**src/rtl/interp_pkg.sv**
```systemverilog
// Shared definitions for the 2x linear interpolation datapath: default sample
// width and the upsampler's state encoding.
package interp_pkg;

    localparam int WIDTH_DEF = 8;

    typedef enum logic [1:0] {
        IDLE = 2'd0,
        MID  = 2'd1,
        ORIG = 2'd2
    } state_e;

endpackage

```
**src/rtl/interp_avg.sv**
```systemverilog
// Combinational two-sample average (a+b)>>1, summed at WIDTH+1 bits so the
// carry is kept and the result truncates toward zero.
module interp_avg #(
    parameter int WIDTH = 8
) (
    input  logic [WIDTH-1:0] a_i,
    input  logic [WIDTH-1:0] b_i,
    output logic [WIDTH-1:0] avg_o
);

    logic [WIDTH:0] sum;

    always_comb begin
        sum   = {1'b0, a_i} + {1'b0, b_i};
        avg_o = WIDTH'(sum >> 1);
    end

endmodule

```
**src/rtl/interp2_upsampler.sv**
```systemverilog
// Streaming 2x linear interpolator: each accepted sample x yields the midpoint
// (prev + x) >> 1 followed by x itself, with valid/ready on both sides.
//
// Handshake: a transfer happens on a rising CLK edge where valid && ready.
// out_* is registered and held while out_valid && !out_ready. in_ready is
// combinational from out_ready in the ORIG state so a new sample can be taken
// on the same edge the original is consumed.
module interp2_upsampler
    import interp_pkg::*;
#(
    parameter int WIDTH = WIDTH_DEF
) (
    input  logic             CLK,
    input  logic             rstn,
    input  logic             in_valid,
    output logic             in_ready,
    input  logic [WIDTH-1:0] in_data,
    output logic             out_valid,
    input  logic             out_ready,
    output logic [WIDTH-1:0] out_data,
    output logic             out_phase
);

    state_e           state_q, state_d;
    logic [WIDTH-1:0] prev_q, prev_d;
    logic [WIDTH-1:0] cur_q, cur_d;
    logic [WIDTH-1:0] data_q, data_d;

    logic             in_fire;
    logic             out_fire;
    logic [WIDTH-1:0] avg_a;
    logic [WIDTH-1:0] mid;

    assign in_fire  = in_valid && in_ready;
    assign out_fire = out_valid && out_ready;

    // In ORIG the sample being emitted becomes the new history on this edge.
    assign avg_a = (state_q == ORIG) ? cur_q : prev_q;

    interp_avg #(
        .WIDTH(WIDTH)
    ) u_avg (
        .a_i  (avg_a),
        .b_i  (in_data),
        .avg_o(mid)
    );

    always_ff @(posedge CLK or negedge rstn) begin
        if (!rstn) begin
            state_q <= IDLE;
        end else begin
            state_q <= state_d;
        end
    end

    always_comb begin
        state_d = state_q;
        case (state_q)
            IDLE: begin
                if (in_fire) begin
                    state_d = MID;
                end
            end
            MID: begin
                if (out_fire) begin
                    state_d = ORIG;
                end
            end
            ORIG: begin
                if (out_fire) begin
                    state_d = in_fire ? MID : IDLE;
                end
            end
            default: begin
                state_d = IDLE;
            end
        endcase
    end

    always_comb begin
        in_ready  = 1'b0;
        out_valid = 1'b0;
        out_phase = 1'b0;
        case (state_q)
            IDLE: begin
                in_ready = 1'b1;
            end
            MID: begin
                out_valid = 1'b1;
            end
            ORIG: begin
                out_valid = 1'b1;
                out_phase = 1'b1;
                in_ready  = out_ready;
            end
            default: begin
                in_ready = 1'b0;
            end
        endcase
    end

    always_comb begin
        prev_d = prev_q;
        cur_d  = cur_q;
        data_d = data_q;
        case (state_q)
            IDLE: begin
                if (in_fire) begin
                    cur_d  = in_data;
                    data_d = mid;
                end
            end
            MID: begin
                if (out_fire) begin
                    data_d = cur_q;
                end
            end
            ORIG: begin
                if (out_fire) begin
                    prev_d = cur_q;
                    if (in_fire) begin
                        cur_d  = in_data;
                        data_d = mid;
                    end
                end
            end
            default: begin
                data_d = data_q;
            end
        endcase
    end

    always_ff @(posedge CLK or negedge rstn) begin
        if (!rstn) begin
            prev_q <= '0;
            cur_q  <= '0;
            data_q <= '0;
        end else begin
            prev_q <= prev_d;
            cur_q  <= cur_d;
            data_q <= data_d;
        end
    end

    assign out_data = data_q;

endmodule

```
**config.mk**
```make
export PLATFORM = sky130hd
export DESIGN_NAME = interp2_upsampler
export DESIGN_NICKNAME = d
export VERILOG_FILES = /design/src/rtl/interp_pkg.sv /design/src/rtl/interp_avg.sv /design/src/rtl/interp2_upsampler.sv
export SDC_FILE = /design/constraint.sdc
export NUM_CORES = 1
export LEC_CHECK = 0
export ABC_AREA = 1
export CAP_MARGIN = 20
export CORE_MARGIN = 1
export CORE_UTILIZATION = 38
export CTS_CLUSTER_DIAMETER = 200
export CTS_CLUSTER_SIZE = 10
export DETAILED_ROUTE_END_ITERATION = 10
export GPL_ROUTABILITY_DRIVEN = 1
export SLEW_MARGIN = 20
export SYNTH_ARGS = -nofsm -noshare
export SYNTH_HDL_FRONTEND = slang
export SYNTH_SLANG_ARGS = --single-unit
```
**constraint.sdc**
```tcl
create_clock -name CLK -period 5.93 [get_ports CLK]
set_input_delay 1.186 -clock CLK [delete_from_list [all_inputs] [get_ports CLK]]
set_output_delay 1.186 -clock CLK [all_outputs]
set_load 0.01 [all_outputs]
```
==> results of run 1 <==
==> layout make-up <==
type | instances | area (sq um)
Timing Repair Buffer | 23 | 227.7
Fill cell | 416 | 2123
Sequential cell | 26 | 650.6
Inverter | 24 | 90.09
Multi-Input combinational cell | 149 | 819.5
Tap cell | 50 | 62.56
Clock buffer | 4 | 55.05
==> cell families after synthesis <==
| kind of cell | count (synthesis) | share of synthesized area |
|---|---|---|
| AO/OA/AOI/OAI | 49 | 0.1741 |
| XOR/XNOR | 3 | 0.01647 |
| buffers and inverters | 29 | 0.07843 |
| adder cells (fa/ha/maj) | 13 | 0.1067 |
| flip-flops | 26 | 0.4078 |
| AND/OR/NAND/NOR | 84 | 0.2165 |
==> per-stage QoR <==
step / total power [mW] / utilization / hold WS [ps] / cells
2_1_floorplan: 0.7995 / - / 449.2 / 204
3_3_place_gp: 0.9758 / 0.4593 / 460.5 / 272
3_5_place_dp: 0.9801 / 0.4593 / 464.7 / 272
4_1_cts: 1.098 / 0.4730 / 488.4 / 276
5_1_grt: 1.213 / 0.4730 / 510.3 / 276
6_report: 1.088 / 0.4730 / 483.1 / 276
==> metal layers <==
| layer | global-route usage | vias up | wire (microns) |
|---|---|---|---|
| li1 | - | 701 | - |
| met1 | 0.2296 | 561 | 1653 |
| met2 | 0.2475 | 30 | 1389 |
| met3 | 0.04110 | 4 | 162 |
| met4 | 0.03989 | 0 | 31 |
| met5 | 0 | - | 0 |
==> state kept, by name, indices dropped and copies added (netlist names) <==
| name | flops |
|---|---|
| state_q | 2 |
| out_data | 8 |
| cur_q | 8 |
| prev_q | 8 |
==> cells in the final DEF (no fill, tap or decap) <==
cell | Yosys | layout
ha_1 | 12 | 12
o21ai_1 | 2 | 2
a21oi_2 | 4 | 4
o21a_1 | 1 | 1
buf_4 | 0 | 1
nand4_1 | 1 | 1
fa_1 | 1 | 1
o21ai_2 | 1 | 1
nand2b_1 | 1 | 1
o211ai_2 | 1 | 1
nand3_1 | 9 | 9
clkbuf_8 | 0 | 4
inv_2 | 3 | 3
xor2_1 | 2 | 2
nand2_4 | 1 | 1
o21ai_0 | 20 | 20
nand2_1 | 58 | 58
nor2_1 | 11 | 11
xnor2_1 | 1 | 1
clkdlybuf4s50_1 | 0 | 22
nand2_2 | 1 | 1
nor2_2 | 1 | 1
inv_1 | 21 | 21
nor3_1 | 1 | 1
dfrtp_1 | 26 | 26
o21bai_1 | 1 | 1
a31oi_1 | 1 | 1
a21oi_1 | 18 | 18
==> synth_stat cells (all sizes together) <==
cell type and count:
a21oi 22, a31oi 1, buf 3, clkbuf 2, dfrtp 26, fa 1
ha 12, inv 24, nand2 60, nand2b 1, nand3 9, nand4 1
nor2 12, nor3 1, o211ai 1, o21a 1, o21ai 23, o21bai 1
xnor2 1, xor2 2
==> worst register-to-register path: stages, from the launching register on <==
cell and delay, ps:
dfrtp_1 420, inv_1 120, ha_1 290, inv_2 230, o21ai_0 220, fa_1 480, nand3_1 100, nand2_1 110
a21oi_1 180, nand2b_1 120, nand3_1 60, nand2_1 70, nand2_1 40
==> how the worst max path moves through the flow <==
stage | to | slack (ps) | depth (start not counted)
3_3_place_gp | in_ready | 2110 | 6
3_5_place_dp | in_ready | 2100 | 6
6_report | in_ready | 2100 | 6
4_1_cts | in_ready | 2090 | 6
2_1_floorplan | in_ready | 3240 | 4
5_1_grt | in_ready | 2020 | 6
==> power by group through the flow <==
| stage | combinational, mW | clock [mW] | sequential (mW) |
|---|---|---|---|
| finish | 0.665 | 0.114 | 0.308 |
| global route | 0.769 | 0.124 | 0.320 |
| CTS | 0.671 | 0.119 | 0.309 |
| detailed placement | 0.668 | 0 | 0.313 |
| global placement | 0.666 | 0 | 0.310 |
| floorplan | 0.481 | 0 | 0.319 |
==> results.toml, run 1 <==
[outcome]
status = "finished clean"

[logic_synthesis]
synth_area_sq_um = 1595
postSynthCellCount = 204
yosys_warnings = 0
yosysTopAreaCell = "dfrtp_1"
synth.distinct_cells = 28
synth_top_area_share = 0.4078
synth_area_per_cell_sq_um = 7.820
ys_seq_elements = 26
seq_area_frac_synth = 0.4078
synthTopCellsByArea = "dfrtp_1, nand2_1, ha_1"
syn_nets = 229

[worst_setup_path]
crit_arrival_ps = 2640
crit_buf_inv = 4
start_kind = "input pin"
cp_max_fo = 16
crit_slowest_cell = "clkdlybuf4s50_1"
path_cells = "clkdlybuf4s50_1, nand2_4, inv_2, nor2_2, inv_2, clkdlybuf4s50_1"
slowest_delay_ps = 580
endpoint_kind = "output pin"
crit_start = "out_ready"
reg2reg_from = "state_q[0]$_DFFE_PN0P_"
rr_worst_depth = 12
crit_type = "in2out"
crit_family = "buffers and inverters"
r2r-end = "out_data[5]$_DFFE_PN0P_"
r2r_slack_ps = 3400
cp.required_ps = 4740

[grt]
grt-ovfl-total = 0
grt_pass1_wl_mm = 5.382
grt_max_degree = 27
grt_pass1_vias = 1158
grt_antenna_before_repair = 0
grt_util_all_layers = 0.1632

[hold_path]
holdPathEnd = "out_data[2]$_DFFE_PN0P_"
hold_depth = 2
min_from = "out_data[2]$_DFFE_PN0P_"
worstHoldPathType = "reg2reg"

[placement]
place_area_sq_um = 1851
dp_hpwl_mm = 2.439
gp_congestion = 0.8044
io_buffers = 22
pre_cts_ws_ps = 2100

[detailed_routing]
wl_per_cell_microns = 11.73
wl_mm = 3.237
drtIter0Drc = 59
postRouteAntennaNets = 0
num_vias = 1296
firstDrtPassIters = 4
via_per_inst = 4.696
drcViolationCount = 0

[timing]
setup_violations = 0
fin_tns_setup_ps = 0
fin_ws_ps = 2102
worst_slew_pin_slew_ps = 705.5
clock.fmax_ghz = 0.2613
rsz0062_at_grt = "no"
max_slew_margin = 0.5283
period_needed_ps = 3828
period_share = 0.6455
worst_clock_skew_ps = 5.640
hold_violations = 0
slew_violations = 0

[floorplanning]
initial_utilization = 0.3960
coreArea_sq_um = 4029
num_io_pins = 23
die_w_microns = 66.79
die_height_microns = 66.79
row_count = 23
dieArea_sq_um = 4461

[run]
cap_violations = 0

[power_and_ir_drop]
switching_share = 0.4474
power_leakage_nw = 0.9722
switching_power_mw = 0.4865
p_clk_frac = 0.105
p_per_area_nw_per_um2 = 570.7
max-vdd-ir-drop_uv = 275.4
seq_power_share = 0.283
internal_power_mw = 0.6010
comb_power_share = 0.612

[layout]
drive_above_1_share = 0.07522
layout.nets = 252
antenna_cells = 0
syn_to_final_growth_pct = 19.45
final_cell_area_sq_um = 1906

[cts]
clk_latency_ps = 270
cts_max_level = 1
cts_buffers = 3
cts_tree = "built"
cts_hold_buf = 0
cts_buffer_depth = 2
cts_root_buf = "clkbuf_8"
cts.sinks = 26
cts_resized = 0
post-cts-setup-buffers = 0
path_clk_slew_ps = 90
Note: power is estimated with default switching activity, not from simulation.
==> run 2, diff against run 1 <==
clock period = 3.07 ns   (was 5.93 ns; I/O delays follow)
==> results.toml, run 2 (same netlist as run 1, synthesis figures left out) <==
[timing]
max_slew_margin = 0.5112
period_share = 0.8785
period_needed_ps = 2697
rsz0062_at_grt = "no"
hold_violations = 0
clock.fmax_ghz = 0.3708
setup_violations = 0
fin_tns_setup_ps = 0
fin_ws_ps = 373.1
whs_ps = 482.8
worst_clock_skew_ps = 5.232
slew_violations = 0
worst_slew_pin_slew_ps = 731.0

[power_and_ir_drop]
power_leakage_nw = 0.9773
p_per_area_nw_per_um2 = 1100
max-vdd-ir-drop_uv = 461.6

[cts]
cts_resized = 0
cts_buffers = 3
clk_latency_ps = 270
cts_hold_buf = 0
cts.sinks = 26
cts_buffer_depth = 2
path_clk_slew_ps = 90
cts_root_buf = "clkbuf_8"
post-cts-setup-buffers = 0
cts_tree = "built"
cts_max_level = 1

[worst_setup_path]
crit_slowest_cell = "clkdlybuf4s50_1"
r2r_slack_ps = 560
cp.required_ps = 2460
cp_max_fo = 16
crit_start = "out_ready"
crit_arrival_ps = 2080
rr_worst_depth = 13
timing.critical_path.to = "in_ready"
endpoint_kind = "output pin"
crit_type = "in2out"
start_kind = "input pin"
reg2reg_from = "state_q[0]$_DFFE_PN0P_"
r2r-end = "out_data[5]$_DFFE_PN0P_"
crit_family = "buffers and inverters"
slowest_delay_ps = 590
crit_buf_inv = 4
cp.depth = 6
path_cells = "clkdlybuf4s50_1, nand2_4, inv_2, nor2_2, inv_2, clkdlybuf4s50_1"

[floorplanning]
num_io_pins = 23
coreArea_sq_um = 4029
dieArea_sq_um = 4461
die_w_microns = 66.79
row_count = 23
initial_utilization = 0.3960
die_height_microns = 66.79

[placement]
dp_hpwl_mm = 2.418
io_buffers = 22
place_area_sq_um = 1858
pre_cts_ws_ps = 376.2
gp_congestion = 0.8014

[grt]
grt-ovfl-total = 0
grt_antenna_before_repair = 0
grt_pass1_wl_mm = 5.409
grt_pass1_vias = 1140
grt_max_degree = 27
grt_util_all_layers = 0.1638

[run]
cap_violations = 0

[layout]
final_common_cell = "nand2_1"
fin_util = 0.4748
final_cell_area_sq_um = 1913
fill_cells = 407
drive_above_1_share = 0.07930
antenna_cells = 0
syn_to_final_growth_pct = 19.92
layout.nets = 253
layout_common_cells = "nand2_1, dfrtp_1, clkdlybuf4s50_1, inv_1, o21ai_0"

[hold_path]
worstHoldPathType = "reg2reg"

[detailed_routing]
drtIter0Drc = 47
wl_per_cell_microns = 11.66
via_per_inst = 4.671
firstDrtPassIters = 4
wl_mm = 3.229
num_vias = 1294
drcViolationCount = 0
postRouteAntennaNets = 0

[outcome]
status = "finished clean"
==> run 2: cell types whose count changed in the layout (fill, tap and decap cells not counted), sizes merged <==
cell | previous run | this run
buf | 1 | 2
==> run 2: cell type report <==
cell class,count,area [sq um],share of cell area
multi-input cells,149,819.5,0.4284
clock buffers,4,55.05,0.02878
repair buffers,24,235.2,0.1230
inverters,24,90.09,0.04709
flip-flops and latches,26,650.6,0.3401
well taps,50,62.56,0.03270
==> run 2: power breakdown <==
| part | total [mW] | internal, mW | switching [mW] | leakage, nW |
|---|---|---|---|---|
| clock | 0.218 | 0.115 | 0.103 | 0.0288 |
| combinational | 1.29 | 0.539 | 0.753 | 0.640 |
| sequential | 0.594 | 0.512 | 0.0823 | 0.308 |
| total | 2.10 | 1.17 | 0.938 | 0.977 |
==> run 2: per-layer routing <==
| layer | GRT usage | wire [microns] | vias to the layer above |
|---|---|---|---|
| li1 | - | - | 707 |
| met1 | 0.2355 | 1778 | 570 |
| met2 | 0.2348 | 1341 | 12 |
| met3 | 0.04281 | 68 | 5 |
| met4 | 0.05319 | 40 | 0 |
| met5 | 0 | 0 | - |
==> run 2: worst min-delay path by stage <==
stage | startpoint | endpoint | slack (ps) | cells past startpoint
after detailed placement | out_data[5]$_DFFE_PN0P_ | out_data[5]$_DFFE_PN0P_ | 470 | 2
after global placement | out_data[7]$_DFFE_PN0P_ | out_data[7]$_DFFE_PN0P_ | 460 | 2
after floorplan | rstn | cur_q[0]$_DFFE_PN0P_ | 320 | 0
after CTS | out_data[2]$_DFFE_PN0P_ | out_data[2]$_DFFE_PN0P_ | 490 | 2
after global routing | out_data[5]$_DFFE_PN0P_ | out_data[5]$_DFFE_PN0P_ | 510 | 2
final | out_data[5]$_DFFE_PN0P_ | out_data[5]$_DFFE_PN0P_ | 480 | 2
==> run 2: stage by stage <==
stage          std cells  power (mW)
6_report             277       2.104
5_1_grt              277       2.346
4_1_cts              277       2.129
3_5_place_dp         273       1.898
3_3_place_gp         273       1.891
2_1_floorplan        204       1.544
==> run 2: worst register-to-register path: stages (launching register included) <==
cell	delay, ps
dfrtp_1	420
inv_1	140
ha_1	310
inv_2	170
nand2_1	80
o21ai_0	160
fa_1	480
nand3_1	90
nand2_1	100
a21oi_1	180
nand2b_1	120
nand3_1	60
nand2_1	60
nand2_1	40
==> run 3, diff against run 2 <==
==> constraint.sdc (replaced) <==
create_clock -name CLK -period 3.07 [get_ports CLK]
set_input_delay 0.614 -clock CLK [delete_from_list [all_inputs] [get_ports CLK]]
set_output_delay 0.614 -clock CLK [all_outputs]
set_load 0.05 [all_outputs]
==> results.toml, run 3 (same netlist as run 1, synthesis figures left out) <==
[outcome]
status = "finished clean"

[cts]
cts_root_buf = "clkbuf_8"
cts_buffers = 3
cts_tree = "built"
cts_hold_buf = 0
path_clk_slew_ps = 100
cts_buffer_depth = 2
cts.sinks = 26
cts_resized = 0
cts_max_level = 1
clk_latency_ps = 280
post-cts-setup-buffers = 0

[worst_setup_path]
crit_buf_inv = 2
crit_family = "buffers and inverters"
crit_type = "reg2out"
reg2reg_from = "state_q[0]$_DFFE_PN0P_"
crit_start = "state_q[0]$_DFFE_PN0P_"
r2r_slack_ps = 620
cp_max_fo = 4
crit_arrival_ps = 1990
rr_worst_depth = 12
start_kind = "flop"
slowest_delay_ps = 850
cp.required_ps = 2460
path_cells = "inv_1, ha_1, clkdlybuf4s50_1"
r2r-end = "out_data[2]$_DFFE_PN0P_"
endpoint_kind = "output pin"
crit_slowest_cell = "clkdlybuf4s50_1"

[layout]
syn_to_final_growth_pct = 20.78
antenna_cells = 0
multi_input_area_sq_um = 819.5
final_common_cell = "nand2_1"
fin_util = 0.4783
layout.nets = 253
layout_common_cells = "nand2_1, dfrtp_1, inv_1, clkdlybuf4s50_1, o21ai_0"
fill_cells = 403
drive_above_1_share = 0.08370
seq_area_sq_um = 650.6

[placement]
io_buffers = 22
dp_hpwl_mm = 2.539
gp_congestion = 0.8566

[detailed_routing]
wl_per_cell_microns = 12.07
drcViolationCount = 0
postRouteAntennaNets = 0
num_vias = 1284
via_per_inst = 4.635
firstDrtPassIters = 4
drtIter0Drc = 56
wl_mm = 3.344

[floorplanning]
die_height_microns = 66.79
dieArea_sq_um = 4461
num_io_pins = 23
initial_utilization = 0.3960
row_count = 23
die_w_microns = 66.79
coreArea_sq_um = 4029

[timing]
setup_violations = 0
worst_slew_pin_slew_ps = 721.8
period_share = 0.8466
rsz0062_at_grt = "no"
max_slew_margin = 0.5174
period_needed_ps = 2599
worst_clock_skew_ps = 5.438
slew_violations = 0
hold_violations = 0
clock.fmax_ghz = 0.3848
fin_tns_setup_ps = 0
whs_ps = 488.6

[hold_path]
holdPathEnd = "out_data[7]$_DFFE_PN0P_"
worstHoldPathType = "reg2reg"
min_from = "out_data[7]$_DFFE_PN0P_"
hold_depth = 2

[grt]
grt_antenna_before_repair = 0
grt_max_degree = 27
grt_util_all_layers = 0.1734
grt-ovfl-total = 0
grt_pass1_vias = 1230
grt_pass1_wl_mm = 5.802

[power_and_ir_drop]
p_per_area_nw_per_um2 = 1256
power_leakage_nw = 0.9850
max-vdd-ir-drop_uv = 327.8

[run]
cap_violations = 0
==> run 3: changes by cell type in the layout (fill, tap and decap cells not counted) <==
cell	change
buf_4	+1
clkbuf_8	-1
clkdlybuf4s50_1	-1
bufinv_16	+1
==> run 3: where the power goes <==
part	leakage, nW	internal (mW)	total [mW]	switching, mW
Combinational	0.641	0.535	1.53	0.994
Sequential	0.308	0.512	0.601	0.0888
Clock	0.0357	0.175	0.291	0.117
Total	0.985	1.22	2.42	1.20
==> run 3: how the worst max path moves through the flow <==
stage,to,cells after the start
3_3_place_gp,out_data[5]$_DFFE_PN0P_,12
3_5_place_dp,out_data[5]$_DFFE_PN0P_,12
5_1_grt,out_data[5]$_DFFE_PN0P_,13
4_1_cts,out_phase,3
6_report,out_phase,3
2_1_floorplan,out_data[5]$_DFFE_PN0P_,14
==> run 3: layout make-up <==
class                      instances  area share
multi-input combinational        149      0.4253
sequential                        26      0.3377
timing repair buffer              24      0.1208
inverter                          24     0.04675
tap                               50     0.03247
clock buffer                       3     0.02143
clock inverter                     1     0.01558
==> run 3: tightest hold or removal path, delay by kind of cell (launching register included) <==
| kind | cells | cell delay [ps] |
|---|---|---|
| simple gates | 2 | 100 |
| flops | 1 | 360 |
==> run 3: routing by layer <==
metal	vias up	part of all wire	global-route usage
met4	0	0.010	0.06383
met1	556	0.53	0.2500
met2	21	0.43	0.2588
li1	705	-	-
met3	2	0.032	0.02568
met5	-	0	0
==> run 3: through the flow <==
stage                     cells  cell area [sq um]  worst slack (ps)  total power [mW]
after floorplan             204               1595             297.8             1.781
after global placement      273               1856             681.4             2.122
after detailed placement    273               1856             633.6             2.138
after CTS                   277               1927             452.4             2.441
after global routing        277               1927             346.9             2.668
final                       277               1927             470.9             2.421
==> RTL edit, RTL diff (config.mk and constraints of run 1) <==
Re-encode `state_e` (3 states) as one-hot, 3 bits wide.
--- a/src/rtl/interp_pkg.sv
+++ b/src/rtl/interp_pkg.sv
@@ -5,8 +5,8 @@
     localparam int WIDTH_DEF = 8;
 
-    typedef enum logic [1:0] {
-        IDLE = 2'd0,
-        MID  = 2'd1,
-        ORIG = 2'd2
+    typedef enum logic [2:0] {
+        IDLE = 3'b001,
+        MID  = 3'b010,
+        ORIG = 3'b100
     } state_e;
 
Behaviour: no difference found for any inputs over 10 cycles, from zero or initial values and one cycle with rstn low; not proved beyond that.
==> RTL edit against run 1 <==
Power is 16% lower; sequential cell count is 1 higher; worst setup slack better by 0.045 ns; die area is 4.2% lower; fmax is 1.2% higher; cell area is 3.8% lower; count of clock-buffer cells in the layout is 1 lower; clock power is 7% lower; area after synthesis is 4.3% lower; synthesized cell count is 5.4% lower; wire length is 4.1% lower; critical endpoint unchanged; largest cell class unchanged.
==> RTL edit: results (changes against run 1) <==
Outcome
  • Status: complete, no violations

Power
  • Total sequential power: 0.322 mW (+5%)
  • Power share of the clock group: 0.116 (+0.011)
  • Switching Share: 0.4281 (-0.01926)
  • Pleak: 0.9222 nW (-5.1%)
  • Max VDD drop: 0.1812 mV (-34%)
  • Cell Int Power: 0.5219 mW (-13%)

Route
  • Met3 wire length: 103 um (-36%)
  • M1 WL: 1605 um (-2.9%)
  • DR vias: 1282 (-1.1%)
  • DR WL/cell: 11.80 um (+0.60%)

Global route
  • Vias in the first global route: 1197 (+3.4%)
  • GR Layer Usage met3: 0.02604 (-0.01505)
  • First-pass GRT wire length: 5533 um (+2.8%)
  • Gr usage total: 0.1690 (+0.005778)
  • Grt met2 use: 0.2526 (+0.005103)

Synthesis
  • Unique masters post-synth: 26 (-7.1%)
  • Post-synth net total: 214 (-6.6%)

Worst setup path
  • Worst r2r src: state_q[0]$_DFFE_PN1P_
  • Reg2reg path depth: 13 (+1)
  • CP Max Fanout: 17 (+1)
  • R2R Setup Slk: 3.61 ns (+0.21 ns)
  • Arrival @ worst endpoint: 2.60 ns (-0.04 ns)

Finish
  • Fillers: 395 (-5.0%)
  • Share of layout cells above drive strength 1: 0.07442 (-0.0008026)

STA
  • Setup Skew: 0.002598 ns (-0.003041 ns)
  • Worst relative slew slack: 0.5351 (+0.006874)

Placed design
  • Routability cong.: 0.8684 (+8.0%)
[RTL edit: cell families after synthesis]
kind of cell,share of synthesized area
adders and majority gates,0.07869
and+or+nand+nor,0.2328
xor gates and xnor gates,0.005739
AOI/OAI and AO/OA,0.1697
DFF,0.4434
buffers and inverters,0.06966
[RTL edit: worst min-delay path by stage]
stage                                  startpoint                 endpoint  slack (ns)  cells past startpoint
final                     out_data[7]$_DFFE_PN0P_  out_data[7]$_DFFE_PN0P_        0.49                      2
after global placement    out_data[6]$_DFFE_PN0P_  out_data[6]$_DFFE_PN0P_        0.46                      2
after floorplan             prev_q[0]$_DFFE_PN0P_    prev_q[0]$_DFFE_PN0P_        0.45                      2
after detailed placement  out_data[7]$_DFFE_PN0P_  out_data[7]$_DFFE_PN0P_        0.47                      2
after global routing        prev_q[7]$_DFFE_PN0P_    prev_q[7]$_DFFE_PN0P_        0.52                      2
after CTS                 out_data[7]$_DFFE_PN0P_  out_data[7]$_DFFE_PN0P_        0.50                      2
[RTL edit: cell type report]
class / count / area (um^2) / area share
clock buffer: 3 / 41.29 / 0.02253
clock inverter: 1 / 5.005 / 0.002730
inverter: 21 / 78.83 / 0.04300
multi-input combinational: 140 / 743.2 / 0.4055
sequential: 27 / 676.9 / 0.3693
tap: 48 / 60.06 / 0.03276
timing repair buffer: 23 / 227.7 / 0.1242
[RTL edit: through the flow]
step | hold slack, ns | setup WS, ns | util | area (um^2) | instances
global placement | 0.4640 | 2.168 | 0.4773 | 1787 | 259
global route | 0.5209 | 2.080 | 0.4896 | 1833 | 263
floorplan | 0.4530 | 3.388 | - | 1526 | 193
CTS | 0.4985 | 2.137 | 0.4896 | 1833 | 263
finish | 0.4889 | 2.148 | 0.4896 | 1833 | 263
detailed placement | 0.4733 | 2.143 | 0.4773 | 1787 | 259
